## config.mk

```make
export PLATFORM = sky130hd
export DESIGN_NAME = dram_result_reader_flat
export DESIGN_NICKNAME = d
export VERILOG_FILES = /design/src/rtl/dram_result_reader_if.sv /design/src/rtl/dram_result_reader.sv /design/src/flat_wrapper.sv
export SDC_FILE = /design/constraint.sdc
export NUM_CORES = 1
export LEC_CHECK = 0
export ABC_AREA = 1
export ABC_CLOCK_PERIOD_IN_PS = 2700
export CORE_MARGIN = 1.5
export CORE_UTILIZATION = 35
export DETAILED_ROUTE_END_ITERATION = 12
export HOLD_SLACK_MARGIN = 0.15
export PLACE_DENSITY = 0.69
export SLEW_MARGIN = 20
export SYNTH_ARGS = -nofsm -noshare
export SYNTH_HDL_FRONTEND = slang
export SYNTH_SLANG_ARGS = --single-unit
export TNS_END_PERCENT = 1
```

## constraint.sdc

```tcl
create_clock -name clk -period 2.7 [get_ports clk]
set_input_delay 0.27 -clock clk [delete_from_list [all_inputs] [get_ports clk]]
set_output_delay 0.27 -clock clk [all_outputs]
set_load 0.02 [all_outputs]
```

## src/rtl/dram_result_reader_if.sv

```systemverilog
// Bus bundle for dram_result_reader: DRAM read port, result stream and status.
// master = the reader engine, slave = DRAM model / stream sink / sequencer.
interface dram_result_reader_if #(
    parameter int WIDTH = 8
);
    logic             proc_done;
    logic             mem_rEn;
    logic [WIDTH-1:0] mem_addr;
    logic [WIDTH-1:0] mem_data;
    logic [WIDTH-1:0] out_data;
    logic [2:0]       out_core;
    logic             out_last;
    logic             out_valid;
    logic             out_ready;
    logic             busy;
    logic             done;

    modport master (
        input  proc_done, mem_data, out_ready,
        output mem_rEn, mem_addr, out_data, out_core, out_last, out_valid, busy, done
    );

    modport slave (
        output proc_done, mem_data, out_ready,
        input  mem_rEn, mem_addr, out_data, out_core, out_last, out_valid, busy, done
    );
endinterface

```

## src/rtl/dram_result_reader.sv

```systemverilog
// Post-run DRAM result dump: reads every per-core region and streams it out.
// Optional macro SKIP_ZERO_EN drops zero words (except the final one) from the stream.
module dram_result_reader #(
    parameter int WIDTH          = 8,
    parameter int NUM_REGIONS    = 8,
    parameter int BASE_ADDR      = 128,
    parameter int REGION_STRIDE  = 16,
    parameter int WORDS_PER_CORE = 16
) (
    input logic clk,
    input logic rst,
    dram_result_reader_if.master bus
);
    localparam int RW = (NUM_REGIONS > 1) ? $clog2(NUM_REGIONS) : 1;
    localparam int WW = (WORDS_PER_CORE > 1) ? $clog2(WORDS_PER_CORE) : 1;
    localparam logic [RW-1:0] R_LAST = RW'(NUM_REGIONS - 1);
    localparam logic [WW-1:0] W_LAST = WW'(WORDS_PER_CORE - 1);
`ifdef SKIP_ZERO_EN
    localparam bit SKIP_ZERO = 1'b1;
`else
    localparam bit SKIP_ZERO = 1'b0;
`endif

    typedef enum logic [2:0] {IDLE, REQ, WAIT, HOLD, DONE} state_t;

    state_t        state;
    logic [RW-1:0] r_idx;
    logic [WW-1:0] w_idx;
    logic          pd_prev;
    logic          is_last;
    logic [RW-1:0] r_nxt;
    logic [WW-1:0] w_nxt;

    function automatic logic [WIDTH-1:0] addr_of(input logic [RW-1:0] r, input logic [WW-1:0] w);
        int a;
        a = BASE_ADDR + int'(r) * REGION_STRIDE + int'(w);
        return a[WIDTH-1:0];
    endfunction

    // Region index to owning core: cores are not laid out in DRAM in ID order.
    function automatic logic [2:0] core_of(input logic [RW-1:0] r);
        case (int'(r))
            0:       return 3'd0;
            1:       return 3'd7;
            2:       return 3'd3;
            3:       return 3'd4;
            4:       return 3'd1;
            5:       return 3'd6;
            6:       return 3'd2;
            7:       return 3'd5;
            default: return 3'd0;
        endcase
    endfunction

    always_comb begin
        is_last = (r_idx == R_LAST) && (w_idx == W_LAST);
        w_nxt   = (w_idx == W_LAST) ? '0 : w_idx + 1'b1;
        r_nxt   = (w_idx == W_LAST) ? r_idx + 1'b1 : r_idx;
    end

    always_ff @(posedge clk or posedge rst) begin
        if (rst) begin
            state         <= IDLE;
            r_idx         <= '0;
            w_idx         <= '0;
            pd_prev       <= 1'b1;  // a level already high at release is not an edge
            bus.mem_rEn   <= 1'b0;
            bus.mem_addr  <= '0;
            bus.out_data  <= '0;
            bus.out_core  <= '0;
            bus.out_last  <= 1'b0;
            bus.out_valid <= 1'b0;
            bus.busy      <= 1'b0;
            bus.done      <= 1'b0;
        end else begin
            pd_prev <= bus.proc_done;
            case (state)
                IDLE: begin
                    if (bus.proc_done && !pd_prev) begin
                        state        <= REQ;
                        r_idx        <= '0;
                        w_idx        <= '0;
                        bus.busy     <= 1'b1;
                        bus.mem_rEn  <= 1'b1;
                        bus.mem_addr <= addr_of('0, '0);
                    end
                end
                REQ: begin
                    bus.mem_rEn <= 1'b0;
                    state       <= WAIT;
                end
                WAIT: begin
                    if (SKIP_ZERO && (bus.mem_data == '0) && !is_last) begin
                        r_idx        <= r_nxt;
                        w_idx        <= w_nxt;
                        bus.mem_rEn  <= 1'b1;
                        bus.mem_addr <= addr_of(r_nxt, w_nxt);
                        state        <= REQ;
                    end else begin
                        bus.out_data  <= bus.mem_data;
                        bus.out_core  <= core_of(r_idx);
                        bus.out_last  <= is_last;
                        bus.out_valid <= 1'b1;
                        state         <= HOLD;
                    end
                end
                HOLD: begin
                    if (bus.out_ready) begin
                        bus.out_valid <= 1'b0;
                        bus.out_last  <= 1'b0;
                        if (is_last) begin
                            bus.busy <= 1'b0;
                            bus.done <= 1'b1;
                            state    <= DONE;
                        end else begin
                            r_idx        <= r_nxt;
                            w_idx        <= w_nxt;
                            bus.mem_rEn  <= 1'b1;
                            bus.mem_addr <= addr_of(r_nxt, w_nxt);
                            state        <= REQ;
                        end
                    end
                end
                DONE: begin
                    if (!bus.proc_done) begin
                        bus.done <= 1'b0;
                        state    <= IDLE;
                    end
                end
                default: state <= IDLE;
            endcase
        end
    end
endmodule

```

## src/flat_wrapper.sv

```systemverilog
// flat-port wrapper written by rule: the top's interface ports become plain ports
module dram_result_reader_flat 
#(
    parameter int WIDTH          = 8,
    parameter int NUM_REGIONS    = 8,
    parameter int BASE_ADDR      = 128,
    parameter int REGION_STRIDE  = 16,
    parameter int WORDS_PER_CORE = 16
)
  (clk, rst, bus_proc_done, bus_mem_data, bus_out_ready, bus_mem_rEn, bus_mem_addr, bus_out_data, bus_out_core, bus_out_last, bus_out_valid, bus_busy, bus_done);
  dram_result_reader_if #(.WIDTH(WIDTH)) bus_i ();
  input logic clk;
  input logic rst;
  input wire logic [$bits(bus_i.proc_done)-1:0] bus_proc_done;
  input wire logic [$bits(bus_i.mem_data)-1:0] bus_mem_data;
  input wire logic [$bits(bus_i.out_ready)-1:0] bus_out_ready;
  output wire logic [$bits(bus_i.mem_rEn)-1:0] bus_mem_rEn;
  output wire logic [$bits(bus_i.mem_addr)-1:0] bus_mem_addr;
  output wire logic [$bits(bus_i.out_data)-1:0] bus_out_data;
  output wire logic [$bits(bus_i.out_core)-1:0] bus_out_core;
  output wire logic [$bits(bus_i.out_last)-1:0] bus_out_last;
  output wire logic [$bits(bus_i.out_valid)-1:0] bus_out_valid;
  output wire logic [$bits(bus_i.busy)-1:0] bus_busy;
  output wire logic [$bits(bus_i.done)-1:0] bus_done;
  assign bus_i.proc_done = bus_proc_done;
  assign bus_i.mem_data = bus_mem_data;
  assign bus_i.out_ready = bus_out_ready;
  assign bus_mem_rEn = bus_i.mem_rEn;
  assign bus_mem_addr = bus_i.mem_addr;
  assign bus_out_data = bus_i.out_data;
  assign bus_out_core = bus_i.out_core;
  assign bus_out_last = bus_i.out_last;
  assign bus_out_valid = bus_i.out_valid;
  assign bus_busy = bus_i.busy;
  assign bus_done = bus_i.done;
  dram_result_reader #(.WIDTH(WIDTH), .NUM_REGIONS(NUM_REGIONS), .BASE_ADDR(BASE_ADDR), .REGION_STRIDE(REGION_STRIDE), .WORDS_PER_CORE(WORDS_PER_CORE)) u_core (.clk(clk), .rst(rst), .bus(bus_i));
endmodule
```

==> results.yml, run 1 <==
status:
  outcome: "completed"
routing:
  routed_via_density: 4.603
  ant_nets: 0
  routed_wl_um: 2638
  drc: 0
  avgRoutedWirePerCell_um: 11.37
  detailroute.via_count: 1068
  drt_pass1_iterations: 4
  drt-initial-drc-count: 76
synth:
  yosysTopAreaCellShare_pct: 53.68
  synth.distinct_cells: 20
  syn-cell-area_mm2: 0.001259
  synth-seq-cells: 28
  syn_nets: 162
  syn_area_per_cell_um2: 8.563
  ys_warn_count: 0
  synth_top_area_cell: "dfrtp_1"
  ys_seq_area_share_pct: 55.77
  synthCells: 147
  ys_top_cells_by_area: "dfrtp_1 54%, nand2_1 19%, nand3_1 4.0%"
place:
  place_area_mm2: 0.001669
  place_congestion: 0.8332
  io_buffers: 35
  dp_hpwl_um: 1935
grt:
  overflow: 0
  grt_usage_pct: 14.74
  grtUsageMet3_pct: 5.045
  grt_pass1_vias: 1133
  busiest_layer: "met2"
  grt_max_degree: 29
  grtUsageMet2_pct: 25.40
  grt_pass1_wl_um: 4740
  antenna_found_initial: 0
  met1_usage_pct: 17.67
critical_path:
  r2r-end: "u_core.bus.out_core[2]"
  cp.buffers_inverters: 1
  crit_chain: "clkdlybuf4s50_1"
  required_ps: 2430
  startpoint_type: "register"
  rr_startpoint: "u_core.state[2]"
  r2r_slack_ps: 1170
  cp_top_family: "buffers and inverters"
  slowest_stage: "clkdlybuf4s50_1"
  crit_fanout: 7
  worstRegToRegCells: 5
  end_kind: "output port"
  cp_data_arrival_time_ps: 1430
  critical_path.max_stage_delay_ps: 630
  crit_type: "register to output port"
power_and_ir_drop:
  peakVddDrop_uv: 464.4
  pwr_density_cell_mw_per_mm2: 881.8
  power_frac_clock_pct: 13.8
  p_int_uw: 894.3
  seq_power_share_pct: 40.5
  fin_total_pwr_mw: 1.504
  leakagePower_nw: 0.8410
  switchingPower_uw: 609.5
  switching_share_pct: 40.53
  power_frac_comb_pct: 45.7
floorplanning:
  die_h_um: 62.97
  fp-row-count: 21
  start_util_pct: 37.14
  fp.dieArea_mm2: 0.003965
  design.core.area_mm2: 0.003390
  die_w_um: 62.97
  num_io_pins: 36
timing:
  tns_ps: 0
  fin_crit_sh_pct: 62.92
  timing.fmax_mhz: 588.7
  rsz0062_at_grt: "no"
  hold_viol_final: 0
  setup_viol: 0
  slew_viol_final: 0
  worstMarginPinSlew_ps: 558.4
  min_period_ps: 1699
  hold_slack_ps: 285.1
  finClkSkew_ps: 10.24
  relSlewSlack_pct: 62.68
clock_tree:
  cts_resized: 0
  cts.htree.levels: 1
  cts.clk_slew.worst_paths_ps: 160
  clock-sinks: 28
  numCtsBuffers: 3
  root_buffer: "clkbuf_4"
  cts_tree: "yes"
  ctsHoldBuffers: 0
  cts_setup_buffers: 0
  clk_latency_ps: 330
  clk_path_buf_depth: 2
finish:
  drive_above_1_share_pct: 6.989
  antennaDiodeCount: 0
  final_cell_mix: "63 x nand2_1, 35 x clkdlybuf4s50_1, 27 x dfrtp_1"
  nets: 202
  mostFrequentLayoutCell: "nand2_1"
  finish.instance_area_mm2: 0.001705
  syn_to_final_growth_pct: 35.49
  fin_util_pct: 50.31
run:
  cap_violations: 0
hold_path:
  holdCritPathClass: "input pin to async pin"
## sequential cells by signal, summed over array words and instances, names as in the netlist
| name | cells |
|---|---|
| u_core.bus.mem_addr | 8 |
| u_core.bus.out_data | 8 |
| u_core.bus.out_core | 3 |
| u_core.state | 3 |
| u_core.bus.busy | 1 |
| u_core.bus.done | 1 |
| u_core.bus.mem_rEn | 1 |
| u_core.bus.out_last | 1 |
| u_core.bus.out_valid | 1 |
| u_core.pd_prev | 1 |
## worst max-delay path by stage
stage	cells past startpoint	startpoint	to	slack, ps
final	1	u_core.bus.mem_addr[2]	bus_mem_addr[2]	1000
after global routing	1	u_core.bus.mem_addr[4]	bus_mem_addr[4]	920
after CTS	1	u_core.bus.mem_addr[2]	bus_mem_addr[2]	980
after detailed placement	8	bus_proc_done	u_core.bus.mem_addr[4]	1060
after global placement	8	bus_proc_done	u_core.bus.mem_addr[4]	1100
after floorplan	8	u_core.bus.mem_addr[4]	u_core.bus.mem_addr[4]	1270
## cell families (layout without fill, tap and decap cells)
group                      Yosys count  in the layout  synth area share [%]
adders and majority gates            3              3                 2.982
DFF                                 28             28                 55.77
buffers and inverters               10             49                 3.081
AOI/OAI and AO/OA                    7              7                 2.982
and+or+nand+nor                     97             97                 33.80
xor gates and xnor gates             2              2                 1.392
## power by group through the flow
stage | Sequential (mW) | Combinational [mW] | Clock [mW]
2_1_floorplan | 0.717 | 0.319 | 0
3_3_place_gp | 0.611 | 0.685 | 0
3_5_place_dp | 0.614 | 0.698 | 0
4_1_cts | 0.609 | 0.701 | 0.217
5_1_grt | 0.623 | 0.768 | 0.237
6_report | 0.609 | 0.687 | 0.208
## metrics by stage
step,std cells,setup WS [ps]
after floorplan,147,1266
after global placement,228,1101
after detailed placement,228,1060
after CTS,232,982.1
after global routing,232,916.6
final,232,1001
## layout make-up
type,instances,area [um^2]
Clock buffer,4,36.28
Fill cell,325,1684
Inverter,9,33.78
Multi-Input combinational cell,109,518.0
Sequential cell,28,701.9
Tap cell,46,57.56
Timing Repair Buffer,36,357.8
## cells in the mapped netlist
master and count:
buf_2 1, dfrtp_1 27, dfstp_2 1, ha_1 3
inv_1 8, inv_2 1, nand2_1 63, nand2_2 2
nand2_4 2, nand3_1 10, nand3b_1 1, nand4_1 5
nor2_1 11, nor2_4 1, o211ai_1 1, o21ai_0 3
o21ai_1 3, or2_0 1, or2_2 1, xnor2_1 2
## metal layers
layer / wire length, um / share of wire (%)
met1: 1237 / 47
met2: 1207 / 46
met3: 181 / 6.9
met4: 12 / 0.45
met5: 0 / 0
(Power assumes the default switching activity.)
==> inputs of run 2 (changes only) <==
--- a/config.mk
+++ b/config.mk
@@ -6,7 +6,7 @@
 export NUM_CORES = 1
 export LEC_CHECK = 0
 export ABC_AREA = 1
-export ABC_CLOCK_PERIOD_IN_PS = 2700
+export ABC_CLOCK_PERIOD_IN_PS = 1700
 export CORE_MARGIN = 1.5
 export CORE_UTILIZATION = 35
 export DETAILED_ROUTE_END_ITERATION = 12
==> constraint.sdc (replaced) <==
create_clock -name clk -period 1.7 [get_ports clk]
set_input_delay 0.17 -clock clk [delete_from_list [all_inputs] [get_ports clk]]
set_output_delay 0.17 -clock clk [all_outputs]
set_load 0.02 [all_outputs]
==> results.yml, run 2 (same netlist as run 1, synthesis figures left out) <==
status:
  outcome: "completed"
floorplanning:
  start_util_pct: 37.14
  die_w_um: 62.97
  die_h_um: 62.97
  num_io_pins: 36
  fp-row-count: 21
  fp.dieArea_mm2: 0.003965
  design.core.area_mm2: 0.003390
grt:
  overflow: 0
  grt_pass1_vias: 1108
  grt_pass1_wl_um: 4830
  grt_usage_pct: 14.97
  antenna_found_initial: 0
  grt_max_degree: 28
power_and_ir_drop:
  leakagePower_nw: 0.8551
  pwr_density_cell_mw_per_mm2: 1406
  peakVddDrop_uv: 769.6
timing:
  slew_viol_final: 0
  rsz0062_at_grt: "no"
  hold_viol_final: 0
  tns_ps: 0
  timing.fmax_mhz: 621.7
  setup_viol: 0
  relSlewSlack_pct: 71.00
  min_period_ps: 1608
  finClkSkew_ps: 10.09
  worstMarginPinSlew_ps: 434.0
  fin_crit_sh_pct: 94.61
run:
  cap_violations: 0
critical_path:
  worstRegToRegCells: 8
  cp.buffers_inverters: 1
  end_kind: "output port"
  cp_top_family: "buffers and inverters"
  critical_path.max_stage_delay_ps: 630
  crit_type: "register to output port"
  r2r_slack_ps: 180
  slowest_stage: "clkdlybuf4s50_1"
  crit_chain: "clkdlybuf4s50_1"
  crit_fanout: 7
  critical_path_depth: 1
  crit_end: "bus_mem_addr[2]"
  cp_data_arrival_time_ps: 1440
  crit_start: "u_core.bus.mem_addr[2]"
  r2r-end: "u_core.bus.mem_addr[4]"
  rr_startpoint: "u_core.bus.mem_addr[4]"
  startpoint_type: "register"
  required_ps: 1530
clock_tree:
  root_buffer: "clkbuf_4"
  cts_resized: 0
  cts_tree: "yes"
  cts_setup_buffers: 0
  numCtsBuffers: 3
  cts.htree.levels: 1
  clk_latency_ps: 330
  clk_path_buf_depth: 2
  clock-sinks: 28
  cts.clk_slew.worst_paths_ps: 160
routing:
  drc: 0
  routed_wl_um: 2785
  avgRoutedWirePerCell_um: 11.85
  detailroute.via_count: 1110
  drt_pass1_iterations: 4
  ant_nets: 0
  routed_via_density: 4.723
  drt-initial-drc-count: 54
hold_path:
  holdCritPathClass: "input pin to register"
finish:
  final_cell_mix: "63 x nand2_1, 35 x clkdlybuf4s50_1, 27 x dfrtp_1"
  instances_no_fill: 235
  drive_above_1_share_pct: 7.937
  mostFrequentLayoutCell: "nand2_1"
  syn_to_final_growth_pct: 37.48
  reg_top3: "u_core.bus.mem_addr: 8 flops, u_core.bus.out_data: 8 flops"
  antennaDiodeCount: 0
  nets: 205
place:
  place_congestion: 0.8147
  io_buffers: 35
  dpl.cell_count: 230
  dp_hpwl_um: 2087
-- run 2: changes by cell type in the layout (fill, tap and decap cells not counted) --
cell,delta
buf_4,+2
dlygate4sd3_1,+1
-- run 2: report_power, final --
group | switching, mW | internal, mW
logic | 0.668 | 0.466
clock network | 0.200 | 0.131
registers | 0.126 | 0.840
-- run 2: layout make-up --
cell class	count	area, um^2
multi-input cells	109	518.0
flip-flops and latches	28	701.9
well taps	46	57.56
clock buffers	4	36.28
inverters	9	33.78
fillers	314	1659
repair buffers	39	382.9
-- run 2: per-layer routing --
layer	vias to the layer above	global-route usage, %	wire (um)
met5	-	0	0
met4	0	2.500	14
met3	2	4.865	180
met2	39	24.60	1264
met1	519	19.52	1325
li1	550	-	-
-- run 2: stage by stage --
step / worst slack [ps] / power, mW / instance area (um^2) / utilization (%) / hold WS (ps)
3_5_place_dp: 101.1 / 2.113 / 1684 / 49.69 / 322.6
4_1_cts: 81.46 / 2.455 / 1730 / 51.05 / 281.5
5_1_grt: 5.079 / 2.603 / 1730 / 51.05 / 273.0
3_3_place_gp: 198.9 / 2.079 / 1684 / 49.69 / 322.6
2_1_floorplan: 265.8 / 1.646 / 1259 / - / 174.5
6_report: 91.55 / 2.432 / 1730 / 51.05 / 287.7
-- run 2: what timing repair did --
action,in CTS,in global routing
hold endpoints to repair,1,0
setup endpoints to repair,0,0
hold buffers,1,0
-- run 2: worst min path at each step --
stage	startpoint	endpoint	depth (start not counted)
after floorplan	bus_proc_done	u_core.pd_prev	0
after CTS	bus_proc_done	u_core.pd_prev	1
final	bus_proc_done	u_core.pd_prev	1
after global placement	rst	u_core.bus.out_data[2]	2
after global routing	bus_proc_done	u_core.pd_prev	1
after detailed placement	rst	u_core.bus.out_data[2]	2
